## config.mk

```make
export PLATFORM = sky130hd
export DESIGN_NAME = vit_frame_ctrl
export DESIGN_NICKNAME = d
export VERILOG_FILES = /design/src/rtl/vit_frame_ctrl.sv
export SDC_FILE = /design/constraint.sdc
export NUM_CORES = 1
export LEC_CHECK = 0
export CAP_MARGIN = 20
export CORE_MARGIN = 4
export CORE_UTILIZATION = 46
export DETAILED_ROUTE_END_ITERATION = 6
export PLACE_DENSITY = 0.92
export RECOVER_POWER = 25
export SYNTH_ARGS = -nofsm -noshare
export SYNTH_HDL_FRONTEND = slang
export SYNTH_SLANG_ARGS = --single-unit
```

## constraint.sdc

```tcl
create_clock -name clk -period 5.63 [get_ports clk]
set_input_delay 0.563 -clock clk [delete_from_list [all_inputs] [get_ports clk]]
set_output_delay 0.563 -clock clk [all_outputs]
set_load 0.01 [all_outputs]
```

## src/rtl/vit_frame_ctrl.sv

```systemverilog
// rtl/vit_frame_ctrl.sv - Viterbi front-end frame sequencer: word intake, branch/ACS strobes, traceback handoff.
// Optional VIT_CTRL_STALL_EN adds a stall input that freezes symbol issue while in BRANCH.
module vit_frame_ctrl #(
  parameter int SYM_PER_WORD    = 8,
  parameter int WORDS_PER_FRAME = 4,
  parameter int BM_LAT          = 2,
  localparam int WW = (WORDS_PER_FRAME > 1) ? $clog2(WORDS_PER_FRAME) : 1
) (
  input  logic          clk,
  input  logic          rst,
  input  logic          in_valid,
  input  logic [15:0]   in_data,
  output logic          in_ready,
  output logic [15:0]   data,
  output logic          en_brch,
  output logic          en_acs,
  output logic [2:0]    sym_idx,
  output logic [WW-1:0] word_idx,
  output logic          tb_start,
  input  logic          tb_done,
`ifdef VIT_CTRL_STALL_EN
  input  logic          stall,
`endif
  output logic          frame_done,
  output logic          busy
);

  localparam int DW = $clog2(BM_LAT + 1);
  localparam logic [2:0]    SYM_LAST   = 3'(SYM_PER_WORD - 1);
  localparam logic [WW-1:0] WORD_LAST  = WW'(WORDS_PER_FRAME - 1);
  localparam logic [DW-1:0] DRAIN_LAST = DW'(BM_LAT - 1);

  typedef enum logic [2:0] {
    S_IDLE, S_LOAD, S_BRANCH, S_WAIT, S_DRAIN, S_TRACE, S_DONE
  } state_t;

  state_t state, state_next;

  logic              stall_w;
  logic              last_pair;
  logic              last_word;
  logic              xfer;
  logic              tb_start_q;
  logic [BM_LAT-1:0] dl;
  logic [DW-1:0]     drain_cnt;

`ifdef VIT_CTRL_STALL_EN
  assign stall_w = stall;
`else
  assign stall_w = 1'b0;
`endif

  assign last_pair = (state == S_BRANCH) && !stall_w && (sym_idx == SYM_LAST);
  assign last_word = (word_idx == WORD_LAST);
  assign xfer      = in_valid && in_ready;

  always_ff @(posedge clk or negedge rst) begin
    if (!rst) state <= S_IDLE;
    else      state <= state_next;
  end

  always_comb begin
    state_next = state;
    case (state)
      S_IDLE:   if (xfer) state_next = S_LOAD;
      S_LOAD:   state_next = S_BRANCH;
      S_BRANCH: begin
        if (last_pair) begin
          if (last_word) state_next = S_DRAIN;
          else if (xfer) state_next = S_LOAD;
          else           state_next = S_WAIT;
        end
      end
      S_WAIT:   if (xfer) state_next = S_LOAD;
      S_DRAIN:  if (drain_cnt == DRAIN_LAST) state_next = S_TRACE;
      // the tb_start cycle itself never counts, so a stale tb_done level cannot end TRACE
      S_TRACE:  if (tb_done && !tb_start_q) state_next = S_DONE;
      S_DONE:   state_next = S_IDLE;
      default:  state_next = S_IDLE;
    endcase
  end

  always_comb begin
    in_ready   = 1'b0;
    en_brch    = 1'b0;
    busy       = 1'b0;
    frame_done = 1'b0;
    tb_start   = tb_start_q;
    en_acs     = dl[BM_LAT-1];
    if (rst) begin
      in_ready = (state == S_IDLE) || (state == S_WAIT) || (last_pair && !last_word);
    end
    en_brch    = (state == S_BRANCH) && !stall_w;
    busy       = (state != S_IDLE);
    frame_done = (state == S_DONE);
  end

  always_ff @(posedge clk or negedge rst) begin
    if (!rst) begin
      data       <= '0;
      sym_idx    <= '0;
      word_idx   <= '0;
      dl         <= '0;
      drain_cnt  <= '0;
      tb_start_q <= 1'b0;
    end else begin
      dl[0] <= en_brch;
      for (int i = 1; i < BM_LAT; i++) dl[i] <= dl[i-1];

      tb_start_q <= (state == S_DRAIN) && (state_next == S_TRACE);
      drain_cnt  <= (state == S_DRAIN) ? drain_cnt + DW'(1) : '0;

      if (xfer) begin
        data <= in_data;
        if (state == S_IDLE) word_idx <= '0;
        else                 word_idx <= word_idx + WW'(1);
      end

      if (en_brch) sym_idx <= (sym_idx == SYM_LAST) ? 3'd0 : sym_idx + 3'd1;

      if (state == S_DONE) begin
        word_idx <= '0;
        sym_idx  <= '0;
      end
    end
  end

endmodule
```

# Word level (Yosys, flattened, before mapping)

Index checks and enable logic that the tools add are counted.

RAM bits: 0
Bits of input ports: 20
Register bits after elaboration: 29
Bits in latches: 0
Logic and storage cells: 49
Memories: 0
Output and inout bits: 27
ROM bits: 0

Order comparisons: 0
Equality and inequality tests: 10
Reduce and logical (&&, ||, !) cells: 14
Shift operators: 0
$mul: 0
Mux-type cells: 15
Divide/modulo/power cells: 0
Bitwise operators: 0
Add/subtract/negate cells: 3

Operators with widths:

| kind                | number |
|---|---|
| $mux 3              | 8 |
| $eq 3x3->1 const B  | 5 |
| $pmux 3 s5          | 1 |
| $mux 2              | 5 |
| $eq 3x2->1 const B  | 2 |
| $logic_and 1x1->1   | 5 |
| $add 2x1->2 const B | 2 |
| $reduce_bool 2->1   | 2 |
| $add 3x1->3 const B | 1 |
| $eq 3x1->1 const B  | 1 |
| $logic_not 3->1     | 1 |
| $reduce_bool 3->1   | 1 |
| $eq 2x1->1 const B  | 1 |
| $eq 2x2->1 const B  | 1 |
| $logic_not 1->1     | 2 |
| $logic_or 1x1->1    | 2 |
| $reduce_or 2->1     | 1 |
| $mux 1              | 1 |

# Longest topological paths before layout

Depth after elaboration: 12
Gate-level depth with buffers: 6
Depth with buffers taken out: 5

# Worst setup path before layout

No wires, ideal clock.

Path kind: register -> register
Start: register sym_idx[0]
End: register data[0]
Clock period less this slack: 1,926 ps
Cell stages (with the launch flop): 7
Library setup time: 125 ps
Slack: 3,704 ps
Data arrival time: 1,801 ps
Required time: 5,505 ps
Path buffers: 1
Cell sequence: dfrtp_1 > ha_1 > ha_1 > nor2b_1 > o2111ai_4 > buf_6 > mux2_2

Cells in the longest elaborated chain, start to end: 6

Ends and longest elaborated chain:

| item                   | line | source |
|---|---|---|
| start, declared        | 17   | `output logic [2:0] sym_idx,` |
| start signal, assigned | 119  | `if (en_brch) sym_idx <= (sym_idx == SYM_LAST) ? 3'd0 : sym_idx + 3'd1;` |
| $eq 3x3->1             | 53   | `assign last_pair = (state == S_BRANCH) && !stall_w && (sym_idx == SYM_LAST);` |
| $logic_and 1x1->1      | 53   |  |
| $logic_and 1x1->1      | 91   | `in_ready = (state == S_IDLE) \|\| (state == S_WAIT) \|\| (last_pair && !last_word);` |
| $logic_or 1x1->1       | 91   |  |
| $mux 1                 | 90   | `if (rst) begin` |
| $logic_and 1x1->1      | 55   | `assign xfer = in_valid && in_ready;` |
| end signal, assigned   | 114  | `data <= in_data;` |
| end, declared          | 14   | `output logic [15:0] data,` |

No other way between the ends.
A chain may end at the register's enable or synchronous reset.

# Final worst setup path

Start: input rst
End: output in_ready

Cells in the longest elaborated chain, start to end: 1

Ends and longest elaborated chain:

| item            | line | source |
|---|---|---|
| start, declared | 10   | `input logic rst,` |
| $mux 1          | 90   |  |
| end, declared   | 13   | `output logic in_ready,` |

No other way between the ends.

==> flow_metrics.env <==
export IMPL_powerDensity_nw_per_um2=516
export IMPL_hold_slack_ns=0.371
export IMPL_finalNetCount=171
export IMPL_final_cell_mix="45 x clkdlybuf4s50_1, 29 x dfrtp_1, 17 x mux2_2"
export IMPL_cts_clk_slew_worst_paths_ns=0.09
export IMPL_area_growth_pct=42.2
export IMPL_die_width_um=60.3
export IMPL_drc=0
export IMPL_post_cts_repair_setup_buffers=0
export IMPL_final_setup_viol_count=0
export IMPL_p_int_mw=0.621
export IMPL_yosysUniqueCellTypes=23
export IMPL_cts_tree="yes"
export IMPL_coreArea_um2=2540
export IMPL_maxSlewHeadroom_pct=-2.51
export IMPL_rsz0062_at_grt="no"
export IMPL_violations="max-capacitance violations, max-slew violations"
export IMPL_finalCritPeriodShare_pct=68.5
export IMPL_portBuffers=46
export IMPL_grt_first_pass_wirelength_um=4440
export IMPL_drt_iter0_drc=12
export IMPL_clock_sinks=29
export IMPL_min_period_ns=3.86
export IMPL_tightest_slew_ns=1.54
export IMPL_clock_latency_ns=0.32
export IMPL_leakage_nw=0.798
export IMPL_yosys_warnings=0
export IMPL_fp_row_count=18
export IMPL_n_fill_cell=175
export IMPL_status="complete, but fails checks"
export IMPL_critPathRequiredTime_ns=5.07
export IMPL_sw_frac_of_total_pct=32.6
export IMPL_grt_ovfl_total=0
export IMPL_wl_per_cell_um=14.9
export IMPL_dr_pass1_iters=4
export IMPL_dieArea_um2=3630
export IMPL_skew_ns=0.00749
export IMPL_viasPerCell=5.26
export IMPL_fmax_mhz=259
export IMPL_irDropWorstVdd_mv=0.357
export IMPL_critical_path_class="in2out"
export IMPL_fin_util_pct=70.2
export IMPL_top_level_ports=47
export IMPL_first_global_vias=987
export IMPL_synth_cells=96
export IMPL_seqPwrFrac_pct=39.1
export IMPL_num_vias=931
export IMPL_track_usage_pct=17.2
export IMPL_drive_above_1_share_pct=16.3
export IMPL_initial_utilization_pct=49.4
export IMPL_hp_class="reg2reg"
export IMPL_hold_viol=0
export IMPL_root_buffer="clkbuf_4"
export IMPL_clkPwrFrac_pct=13.5
export IMPL_die_h_um=60.3
export IMPL_antenna_found_initial=0
export IMPL_worstPathArrival_ns=3.29
export IMPL_cts_hold_fix_buffers=0
export IMPL_syn_nets=120
export IMPL_combPwrFrac_pct=47.4
export IMPL_cap_violations=1
export IMPL_cts_inserted_buffers=5
export IMPL_syn_cell_area_um2=1260
export IMPL_post_dp_hpwl_um=1980
export IMPL_worstSetupEndpointType="output port"
export IMPL_ys_seq_elements=29
export IMPL_cp_start_kind="primary input"
export IMPL_insertedDiodeCount=0
export IMPL_setup_tns_ns=0
export IMPL_post_cts_resized=0
export IMPL_ys_seq_area_share_pct=57.8
export IMPL_clock_path_buffers=2
export IMPL_grt_start_max_net_pins=32
export IMPL_switching_power_mw=0.300
export IMPL_maxSlewViolCount=32
export IMPL_crit_fanout=31
export IMPL_syn_avg_cell_area_um2=13.1
export IMPL_mostFrequentLayoutCell="clkdlybuf4s50_1"
export IMPL_routed_wl_um=2650
export IMPL_gp_congestion=0.840
export IMPL_drtAntennaViolNets=0
export IMPL_htreeDepth=2
[power by group through the flow]
stage / clock [mW] / sequential [mW] / combinational (mW)
CTS: 0.130 / 0.361 / 0.444
global route: 0.139 / 0.373 / 0.475
finish: 0.125 / 0.360 / 0.437
global placement: 0 / 0.356 / 0.424
floorplan: 0 / 0.391 / 0.181
detailed placement: 0 / 0.362 / 0.440
[registers in the layout, summed over array words and instances, names as in the netlist]
register / cells
data: 16
sym_idx: 3
dl: 2
tb_start: 1
drain_cnt: 2
word_idx: 2
state: 3
[area by class of cell]
class	count	area [um2]	area share, %
Sequential cell	29	726	40.6
Multi-Input combinational cell	61	493	27.6
Timing Repair Buffer	47	464	26.0
Clock buffer	7	55.1	3.08
Tap cell	30	37.5	2.10
Inverter	3	11.3	0.630
[Yosys cell counts]
cell type / instances / area, um2
nand3b_1: 1 / 7.51
a21oi_1: 1 / 5.00
nor2_1: 6 / 22.5
a311o_1: 1 / 10.0
nor2b_1: 3 / 18.8
clkbuf_1: 1 / 3.75
ha_1: 4 / 50.1
mux2i_1: 3 / 30.0
o2111ai_4: 1 / 26.3
o21ai_0: 3 / 15.0
or3_1: 1 / 6.26
nor3_1: 1 / 5.00
nand2_1: 7 / 26.3
o32ai_1: 1 / 8.76
nand2b_1: 6 / 37.5
mux2_2: 17 / 191
a31oi_1: 1 / 6.26
or2b_1: 2 / 15.0
inv_1: 3 / 11.3
dfrtp_1: 29 / 726
buf_6: 2 / 22.5
and3_1: 1 / 6.26
nand3_1: 1 / 5.00
[kinds of logic (layout without fill, tap and decap cells)]
logic type               count (synthesis)  after routing  synth area share [%]
buffers and inverters                    6             57                  2.99
flip-flops                              29             29                  57.8
adder cells (fa/ha/maj)                  4              4                  3.98
AO/OA/AOI/OAI                            8              8                  5.68
multiplexers                            20             20                  17.6
AND/OR/NAND/NOR                         29             29                  12.0
[layer usage]
metal / vias up / part of all wire, % / global-route usage, %
met1: 452 / 39 / 19.5
li1: 433 / - / -
met4: 0 / 3.1 / 9.18
met2: 38 / 50 / 27.0
met3: 8 / 8.5 / 7.78
met5: - / 0 / 0
[through the flow]
step	setup WS, ns	area (um2)	total power [mW]	cells
5_1_grt	1.38	1790	0.987	177
6_report	1.77	1790	0.922	177
2_1_floorplan	3.70	1260	0.573	96
3_5_place_dp	2.65	1740	0.802	170
3_3_place_gp	2.69	1740	0.780	170
4_1_cts	2.64	1790	0.935	177
[critical path: stages]
cell and delay [ns]:
dlygate4sd3_1 0.52, clkbuf_1 1.12, nor2b_1 0.37, nand2_1 0.09
nor2_1 0.09, clkdlybuf4s50_1 0.54
[final timing paths]
check / startpoint / endpoint / slack [ns] / cells after the start
hold reg to reg: dl[0] / dl[1] / 0.37 / 0
setup / recovery: rst / in_ready / 1.77 / 6
max in group asynchronous: rst / state[2] / 3.59 / 2
setup reg to reg: sym_idx[0] / data[14] / 3.48 / 5
hold / removal: dl[0] / dl[1] / 0.37 / 0
min in group asynchronous: rst / word_idx[0] / 1.15 / 2
No activity file was read; power rests on OpenSTA's default activity.
